File: src/rtl/pwm_window_sequencer_if.sv
// Config write port of pwm_window_sequencer.
// A write is taken on a rising edge when cfg_we and cfg_ready are both high.
interface pwm_window_sequencer_if #(
    parameter int unsigned N_CH = 4
);
    localparam int unsigned CH_W = (N_CH > 1) ? $clog2(N_CH) : 1;

    logic            cfg_we;
    logic [CH_W-1:0] cfg_ch;
    logic [5:0]      cfg_duty;
    logic [5:0]      cfg_lo;
    logic [5:0]      cfg_hi;
    logic            cfg_ready;

    modport master (
        output cfg_we,
        output cfg_ch,
        output cfg_duty,
        output cfg_lo,
        output cfg_hi,
        input  cfg_ready
    );

    modport slave (
        input  cfg_we,
        input  cfg_ch,
        input  cfg_duty,
        input  cfg_lo,
        input  cfg_hi,
        output cfg_ready
    );
endinterface

File: src/rtl/pwm_window_sequencer.sv
// Multi-channel windowed PWM sequencer.
// The 64-clock period counter, the PRESCALE-period prescaler and the 6-bit window index are
// shared by all channels. Each channel owns a duty cycle and an index window (lo, hi).
// Config writes land in shadow registers and are committed to the active set glitch-free:
// immediately while stopped or paused, and only at the index wrap while running.
module pwm_window_sequencer #(
    parameter int unsigned N_CH     = 4,
    parameter int unsigned PRESCALE = 13
) (
    input  logic                  sysclk,
    input  logic                  reset,
    input  logic                  enable,
    input  logic                  start,
    input  logic                  stop_req,
    pwm_window_sequencer_if.slave cfg,
    output logic [N_CH-1:0]       pulse,
    output logic [5:0]            index,
    output logic                  busy,
    output logic                  frame_done
);
    localparam int unsigned     PS_W    = (PRESCALE > 1) ? $clog2(PRESCALE) : 1;
    localparam logic [PS_W-1:0] PS_LAST = PS_W'(PRESCALE - 1);

    typedef enum logic [1:0] {
        StIdle,
        StRun,
        StPause
    } state_e;

    state_e          r_state;
    state_e          w_state_next;
    logic [5:0]      r_count;
    logic [5:0]      w_count_next;
    logic [PS_W-1:0] r_presc;
    logic [PS_W-1:0] w_presc_next;
    logic [5:0]      r_index;
    logic [5:0]      w_index_next;
    logic            r_pause_pend;
    logic            w_pause_pend_next;
    logic            w_wrap;

    logic [N_CH-1:0][5:0] r_sh_duty;
    logic [N_CH-1:0][5:0] r_sh_lo;
    logic [N_CH-1:0][5:0] r_sh_hi;
    logic [N_CH-1:0]      r_dirty;
    logic [N_CH-1:0][5:0] r_act_duty;
    logic [N_CH-1:0][5:0] r_act_lo;
    logic [N_CH-1:0][5:0] r_act_hi;

    logic                 w_commit;
    logic                 w_write;
    logic [N_CH-1:0][5:0] w_duty_eff;
    logic [N_CH-1:0]      w_pulse_next;
    logic [N_CH-1:0]      r_pulse;
    logic                 r_frame_done;

    // Sequencer state and shared counters.
    always_ff @(posedge sysclk) begin
        if (reset) begin
            r_state      <= StIdle;
            r_count      <= '0;
            r_presc      <= '0;
            r_index      <= '0;
            r_pause_pend <= 1'b0;
        end else begin
            r_state      <= w_state_next;
            r_count      <= w_count_next;
            r_presc      <= w_presc_next;
            r_index      <= w_index_next;
            r_pause_pend <= w_pause_pend_next;
        end
    end

    // Next-state and counter advance; a requested pause lets the current period finish.
    always_comb begin
        w_state_next      = r_state;
        w_count_next      = r_count;
        w_presc_next      = r_presc;
        w_index_next      = r_index;
        w_pause_pend_next = r_pause_pend;
        w_wrap            = 1'b0;
        unique case (r_state)
            StIdle: begin
                w_count_next      = '0;
                w_presc_next      = '0;
                w_index_next      = '0;
                w_pause_pend_next = 1'b0;
                if (start) begin
                    w_state_next = StRun;
                end
            end
            StRun: begin
                w_count_next = r_count + 6'd1;
                if (stop_req) begin
                    w_pause_pend_next = 1'b1;
                end
                if (r_count == 6'd63) begin
                    if (r_presc == PS_LAST) begin
                        w_presc_next = '0;
                        w_index_next = r_index + 6'd1;
                        w_wrap       = (r_index == 6'd63);
                    end else begin
                        w_presc_next = r_presc + 1'b1;
                    end
                    if (r_pause_pend) begin
                        w_state_next      = StPause;
                        w_pause_pend_next = 1'b0;
                    end
                end
            end
            StPause: begin
                if (stop_req) begin
                    w_state_next = StIdle;
                    w_count_next = '0;
                    w_presc_next = '0;
                    w_index_next = '0;
                end else if (start) begin
                    w_state_next = StRun;
                end
            end
            default: begin
                w_state_next = StIdle;
            end
        endcase
    end

    // A commit edge blocks the write port so shadow and dirty never race the copy.
    assign w_commit      = (|r_dirty) && ((r_state != StRun) || w_wrap);
    assign w_write       = cfg.cfg_we && !w_commit;
    assign cfg.cfg_ready = !w_commit;

    // Shadow capture on accepted writes, shadow-to-active copy on commit edges.
    always_ff @(posedge sysclk) begin
        if (reset) begin
            r_sh_duty  <= '0;
            r_sh_lo    <= '0;
            r_sh_hi    <= '0;
            r_dirty    <= '0;
            r_act_duty <= '0;
            r_act_lo   <= '0;
            r_act_hi   <= '0;
        end else begin
            if (w_commit) begin
                for (int c = 0; c < N_CH; c++) begin
                    if (r_dirty[c]) begin
                        r_act_duty[c] <= r_sh_duty[c];
                        r_act_lo[c]   <= r_sh_lo[c];
                        r_act_hi[c]   <= r_sh_hi[c];
                    end
                end
                r_dirty <= '0;
            end
            if (w_write) begin
                r_sh_duty[cfg.cfg_ch] <= cfg.cfg_duty;
                r_sh_lo[cfg.cfg_ch]   <= cfg.cfg_lo;
                r_sh_hi[cfg.cfg_ch]   <= cfg.cfg_hi;
                r_dirty[cfg.cfg_ch]   <= 1'b1;
            end
        end
    end

    // Per-channel compare: duty only counts while the index is strictly inside the window.
    always_comb begin
        w_duty_eff   = '0;
        w_pulse_next = '0;
        for (int c = 0; c < N_CH; c++) begin
            if ((r_act_lo[c] < r_index) && (r_index < r_act_hi[c])) begin
                w_duty_eff[c] = r_act_duty[c];
            end
            w_pulse_next[c] = enable && (r_state == StRun) && (r_count < w_duty_eff[c]);
        end
    end

    // Registered pulse and frame outputs.
    always_ff @(posedge sysclk) begin
        if (reset) begin
            r_pulse      <= '0;
            r_frame_done <= 1'b0;
        end else begin
            r_pulse      <= w_pulse_next;
            r_frame_done <= w_wrap;
        end
    end

    assign pulse      = r_pulse;
    assign frame_done = r_frame_done;
    assign index      = r_index;
    assign busy       = (r_state != StIdle);
endmodule

File: src/flat_wrapper.sv
// flat-port wrapper written by rule: the top's interface ports become plain ports
module pwm_window_sequencer_flat 
#(
    parameter int unsigned N_CH     = 4,
    parameter int unsigned PRESCALE = 13
)
  (sysclk, reset, enable, start, stop_req, pulse, index, busy, frame_done, cfg_cfg_we, cfg_cfg_ch, cfg_cfg_duty, cfg_cfg_lo, cfg_cfg_hi, cfg_cfg_ready);
  pwm_window_sequencer_if #(.N_CH(N_CH)) cfg_i ();
  input  logic sysclk;
  input  logic reset;
  input  logic enable;
  input  logic start;
  input  logic stop_req;
  output logic [N_CH-1:0] pulse;
  output logic [5:0] index;
  output logic busy;
  output logic frame_done;
  input wire logic [$bits(cfg_i.cfg_we)-1:0] cfg_cfg_we;
  input wire logic [$bits(cfg_i.cfg_ch)-1:0] cfg_cfg_ch;
  input wire logic [$bits(cfg_i.cfg_duty)-1:0] cfg_cfg_duty;
  input wire logic [$bits(cfg_i.cfg_lo)-1:0] cfg_cfg_lo;
  input wire logic [$bits(cfg_i.cfg_hi)-1:0] cfg_cfg_hi;
  output wire logic [$bits(cfg_i.cfg_ready)-1:0] cfg_cfg_ready;
  assign cfg_i.cfg_we = cfg_cfg_we;
  assign cfg_i.cfg_ch = cfg_cfg_ch;
  assign cfg_i.cfg_duty = cfg_cfg_duty;
  assign cfg_i.cfg_lo = cfg_cfg_lo;
  assign cfg_i.cfg_hi = cfg_cfg_hi;
  assign cfg_cfg_ready = cfg_i.cfg_ready;
  pwm_window_sequencer #(.N_CH(N_CH), .PRESCALE(PRESCALE)) u_core (.sysclk(sysclk), .reset(reset), .enable(enable), .start(start), .stop_req(stop_req), .cfg(cfg_i), .pulse(pulse), .index(index), .busy(busy), .frame_done(frame_done));
endmodule
File: config.mk
export PLATFORM = sky130hd
export DESIGN_NAME = pwm_window_sequencer_flat
export DESIGN_NICKNAME = d
export VERILOG_FILES = /design/src/rtl/pwm_window_sequencer_if.sv /design/src/rtl/pwm_window_sequencer.sv /design/src/flat_wrapper.sv
export SDC_FILE = /design/constraint.sdc
export NUM_CORES = 1
export LEC_CHECK = 0
export CAP_MARGIN = 20
export CORE_UTILIZATION = 55
export CTS_CLUSTER_SIZE = 24
export DETAILED_ROUTE_END_ITERATION = 10
export GPL_TIMING_DRIVEN = 0
export PLACE_DENSITY = 0.82
export SLEW_MARGIN = 20
export SYNTH_ARGS = -nofsm -noshare
export SYNTH_HDL_FRONTEND = slang
export SYNTH_SLANG_ARGS = --single-unit
File: constraint.sdc
create_clock -name sysclk -period 3.04 [get_ports sysclk]
set_input_delay 0.456 -clock sysclk [delete_from_list [all_inputs] [get_ports sysclk]]
set_output_delay 0.456 -clock sysclk [all_outputs]
set_load 0.01 [all_outputs]
==> flow_metrics.tcl, run 1 <==
set metrics [dict create \
    status "finished, final reports clean" \
    clk_pin_slew_worst_paths_ns 0.06 \
    grt_pass1_vias 5875 \
    start_util 0.561 \
    clkLatencyLatePin_ns 0.43 \
    highest_layer "met4" \
    drc 0 \
    gp_congestion 0.960 \
    ys.flop_type "dfxtp_1" \
    netlist_area_sq_um 7750 \
    pre_cts_ws_ns -0.375 \
    ant_nets 0 \
    drv_slew 0 \
    syn_inst 896 \
    hold_viol 0 \
    area_delta_synth_final_pct 16.8 \
    fin_nets 1046 \
    wire_per_inst_microns 16.9 \
    yosys_warnings 0 \
    vias 6454 \
    nFillCells 1117 \
    fp.dieH_microns 121 \
    finalCriticalPeriod_ns 2.91 \
    synth-seq-area-share 0.444 \
    ios 39 \
    root_buffer "clkbuf_16" \
    core_sq_um 13800 \
    endpoint_kind "output pin" \
    dp_hpwl_mm 13.8 \
    final_cell_area_sq_um 9050 \
    firstDrtPassIters 5 \
    grt_max_degree 17 \
    cts_tree "done" \
    ys_types 46 \
    vdd_drop_max_uv 376 \
    startpoint_type "flop" \
    ys_seq_elements 172 \
    wl_met3_mm 1.47 \
    synth_edf_count 0 \
    p_leak_nw 3.28 \
    antenna_found_initial 0 \
    final_cell_mix "178 x nand2_1, 167 x dfxtp_1, 107 x a21oi_1" \
    drt_iter0_markers 605 \
    synth_fp_nets 986 \
    syn_avg_cell_area_sq_um 8.65 \
    wl_met1_mm 8.79 \
    rsz0062_at_grt "true" \
    skew_ns 0.00603 \
    max_slew_margin 0.585 \
    rows 43 \
    grt_pass1_wl_mm 30.4 \
    fp.dieArea_sq_um 14600 \
    min_path_cells 2 \
    period_share 0.956 \
    cts_buffers 17 \
    cp.arrival_ns 2.45 \
    r2r_cells 12 \
    fmax_mhz 344 \
    critical_path.max_fanout 7 \
    overflow 0 \
    wirelength_mm 19.5 \
    fp.dieW_microns 121 \
    clock-sinks 172 \
    timing.final.ws_setup_ns 0.134 \
    io_buffers 38 \
    postCtsHoldBufs 0 \
    diodes 0 \
    clock_tree.htree_level_count 4 \
    crit_type "reg -> out" \
    final_common_cell "nand2_1" \
    grt_util_all_layers 0.276 \
    critical_path_required_ns 2.58 \
    cts_buffer_depth 2 \
    via_per_inst 5.62 \
    synthArstFlopShare 0 \
    hold_path_class "reg -> reg" \
    drive_above_1_share 0.0722 \
    drv_cap 0 \
    route.met2.wl_mm 8.71 \
    tightest_slew_ns 0.623 \
    power-per-cell-area_nw_per_um2 538 \
    setup_viol 0 \
    dpl-instance-area_sq_um 8360 \
]
==> synth_stat cells, types with 2 or more instances <==
library cell	instances	area (sq um)
a211oi_1	5	37.5
a21o_1	2	15.0
a21oi_1	107	536
a22oi_1	3	22.5
a31oi_1	4	25.0
and2_1	4	25.0
and4_1	6	52.6
and4b_1	2	20.0
buf_4	9	67.6
buf_6	7	78.8
clkbuf_1	24	90.1
dfxtp_1	172	3440
ha_1	64	801
inv_1	31	116
mux2i_1	72	721
nand2_1	178	668
nand2b_1	9	56.3
nand3_1	24	120
nand3b_1	3	22.5
nand4_1	6	37.5
nor2_1	106	398
nor2b_1	7	43.8
nor3_1	8	40.0
o21ai_0	11	55.1
o22ai_1	2	12.5
or2_2	3	18.8
or3_1	3	18.8
xnor2_1	5	43.8
xor2_1	2	17.5
==> worst max-delay path: stages, from the launching register on <==
cell,delay (ns)
dfxtp_1,0.52
ha_1,0.25
nand4_2,0.21
nor4_4,0.36
o21ai_2,0.16
clkdlybuf4s50_1,0.51
==> repair_timing <==
| action | in CTS | in global routing |
|---|---|---|
| endpoints found under the setup margin | 5 | 5 |
| buffers inserted | 0 | 3 |
| pin swaps | 0 | 6 |
| resized for setup | 7 | 10 |
==> layout make-up <==
| type | instances | area (sq um) | area share |
|---|---|---|---|
| clock inverter | 11 | 135 | 0.0149 |
| clock buffer | 21 | 470 | 0.0520 |
| buffer | 41 | 241 | 0.0267 |
| timing repair buffer | 41 | 403 | 0.0445 |
| tap | 180 | 225 | 0.0249 |
| multi-input combinational | 652 | 4010 | 0.443 |
| sequential | 172 | 3450 | 0.381 |
| inverter | 31 | 120 | 0.0133 |
==> kinds of logic (layout without fill, tap and decap cells) <==
logic type	count (synthesis)	count (layout)	synth area share
compound gates	139	139	0.0959
xor+xnor	7	7	0.00791
fa+ha+maj	64	64	0.103
buf+inv	72	145	0.0462
flops	172	172	0.444
mux	72	72	0.0930
simple gates	370	370	0.210
==> state kept, by name (all words and copies together) (netlist names), 2 cells and up <==
name	flops
u_core.r_presc	4
u_core.r_act_hi	24
u_core.r_act_duty	24
u_core.r_dirty	4
u_core.r_state	2
u_core.r_sh_hi	24
u_core.r_act_lo	24
u_core.r_sh_lo	24
u_core.pulse	4
u_core.r_count	6
u_core.r_sh_duty	24
u_core.index	6
==> stage by stage <==
| stage | utilization | hold WS (ns) | instances | total power, W | setup TNS (ns) |
|---|---|---|---|---|---|
| after floorplan | - | 0.431 | 896 | 0.00258 | 0 |
| after global placement | 0.604 | 0.438 | 1114 | 0.00270 | -0.730 |
| after detailed placement | 0.604 | 0.444 | 1114 | 0.00271 | -0.825 |
| after CTS | 0.651 | 0.453 | 1146 | 0.00488 | 0 |
| after global routing | 0.655 | 0.474 | 1149 | 0.00501 | -0.0886 |
| final | 0.655 | 0.454 | 1149 | 0.00487 | 0 |
==> per-layer routing <==
metal,vias to the layer above,global-route usage
met4,0,0.106
met1,3018,0.384
li1,3166,-
met5,-,0
met2,230,0.422
met3,40,0.0538
==> path summary, 6_finish.rpt <==
kind	start	end	slack (ns)
hold reg to reg	u_core.r_act_lo[12]	u_core.r_act_lo[12]	0.45
setup reg to reg	u_core.index[3]	u_core.pulse[3]	0.16
hold / removal	u_core.r_act_lo[12]	u_core.r_act_lo[12]	0.45
setup / recovery	u_core.r_count[1]	cfg_cfg_ready	0.13
==> report_power, final <==
group          switching (W)  total [W]  internal, W
Combinational       0.000200   0.000336     0.000136
Clock               0.000910    0.00220      0.00129
Sequential         0.0000395    0.00234      0.00230
Total                0.00115    0.00487      0.00372
No activity file was read; power rests on OpenSTA's default activity.
==> inputs of run 2 (changes only) <==
- CTS_BUF_LIST: unset -> sky130_fd_sc_hd__clkbuf_4 sky130_fd_sc_hd__clkbuf_8
- SLEW_MARGIN: 20 -> unset
==> flow_metrics.tcl, run 2 (synthesis gave the netlist of run 1 again) <==
set metrics [dict create \
    critical_path.max_fanout 9 \
    fp.dieW_microns 121 \
    clk_pin_slew_worst_paths_ns 0.08 \
    p_leak_nw 3.21 \
    final_common_cell "nand2_1" \
    cp.arrival_ns 3.32 \
    root_buffer "clkbuf_8" \
    cts_buffers 17 \
    vias 6378 \
    final_cell_mix "178 x nand2_1, 166 x dfxtp_1, 107 x a21oi_1" \
    power-per-cell-area_nw_per_um2 485 \
    diodes 0 \
    wire_per_inst_microns 16.6 \
    grt_pass1_vias 5702 \
    final_util 0.645 \
    ant_nets 0 \
    drt_iter0_markers 587 \
    grt_util_all_layers 0.269 \
    clkLatencyLatePin_ns 0.47 \
    drv_cap 0 \
    fp.dieArea_sq_um 14600 \
    fp.dieH_microns 121 \
    critical_path_required_ns 3.40 \
    hold_path_class "reg -> reg" \
    startpoint_type "flop" \
    skew_ns 0.00783 \
    timing.final.ws_setup_ns 0.0814 \
    drive_above_1_share 0.0813 \
    grt_pass1_wl_mm 29.5 \
    pre_cts_ws_ns -0.375 \
    fmax_mhz 338 \
    drv_slew 0 \
    ios 39 \
    clock-sinks 172 \
    gp_congestion 0.960 \
    start_util 0.561 \
    status "finished, final reports clean" \
    final_cell_area_sq_um 8920 \
    endpoint_kind "flop" \
    vdd_drop_max_uv 393 \
    period_share 0.973 \
    max_slew_margin 0.577 \
    hold_viol 0 \
    dpl-instance-area_sq_um 8360 \
    finalCriticalPeriod_ns 2.96 \
    fin_nets 1049 \
    area.sequential_sq_um 3460 \
    io_buffers 38 \
    drc 0 \
    area_delta_synth_final_pct 15.1 \
    overflow 0 \
    cts_buffer_depth 2 \
    dp_cells 1114 \
    firstDrtPassIters 8 \
    power_w 0.00433 \
    wirelength_mm 19.2 \
    tightest_slew_ns 0.634 \
    dp_hpwl_mm 13.8 \
    core_sq_um 13800 \
    via_per_inst 5.54 \
    nFillCells 1159 \
    setup_viol 0 \
    grt_max_degree 17 \
    cts_tree "done" \
    antenna_found_initial 0 \
    multi_input_area_sq_um 4030 \
    rsz0062_at_grt "true" \
    rows 43 \
    crit_type "reg -> reg" \
    layout.cells.non_filler 1152 \
    clock_tree.htree_level_count 4 \
]
## run 2: cell count changes in the layout (fill, tap and decap cells not counted), sizes merged
| cell | before | now |
|---|---|---|
| buf | 20 | 23 |
| clkinvlp | 1 | 2 |
| inv | 32 | 31 |
## run 2: routing by layer
metal / vias up / track usage / share of wire
li1: 3153 / - / -
met1: 2994 / 0.384 / 0.47
met2: 205 / 0.404 / 0.44
met3: 26 / 0.0533 / 0.065
met4: 0 / 0.0887 / 0.019
met5: - / 0 / 0
## run 2: area by class of cell
type,count,share of cell area
inverters,31,0.0139
clock inverters,11,0.0151
plain buffers,41,0.0271
flip-flops and latches,172,0.388
multi-input cells,652,0.452
repair buffers,44,0.0477
clock buffers,21,0.0317
well taps,180,0.0252
## run 2: critical path, stage by stage, from the launching register on
cell and delay, ns:
dfxtp_4 0.44, clkinvlp_4 0.15, ha_1 0.34, a211oi_2 0.21, o22ai_2 0.17, nor4b_4 0.41
buf_4 0.17, nand2_1 0.05, ha_1 0.28, and4_1 0.14, o21ai_0 0.08, a21oi_1 0.08
nor4bb_1 0.32
## run 2: path summary, 6_finish.rpt
path	from	to	slack, ns	depth (start not counted)
worst min-delay path	u_core.r_act_hi[10]	u_core.r_act_hi[10]	0.46	2
worst max register to register	u_core.index[3]	u_core.pulse[3]	0.08	12
worst max-delay path	u_core.index[3]	u_core.pulse[3]	0.08	12
worst min register to register	u_core.r_act_hi[10]	u_core.r_act_hi[10]	0.46	2
## run 2: metrics by stage
step,hold WS [ns],setup TNS (ns)
detailed placement,0.444,-0.825
CTS,0.456,0
global route,0.468,-0.130
global placement,0.438,-0.730
floorplan,0.431,0
finish,0.459,0
## run 2: report_power, final
| group | internal (W) | switching [W] | total [W] |
|---|---|---|---|
| logic | 0.000137 | 0.000198 | 0.000335 |
| registers | 0.00229 | 0.0000394 | 0.00233 |
| clock network | 0.000816 | 0.000844 | 0.00166 |
## run 2: repair_timing
item                                    in CTS  in global routing
pin swaps                                    0                  7
buffers inserted                             0                  6
gates resized for setup                     12                 13
hold buffers                                 0                  0
endpoints found under the setup margin       5                  5
==> inputs of run 3 (changes only) <==
- HOLD_SLACK_MARGIN: unset -> 0.1
==> results of run 3 <==
Final layout, timing and power as in run 2 (identical DEF).
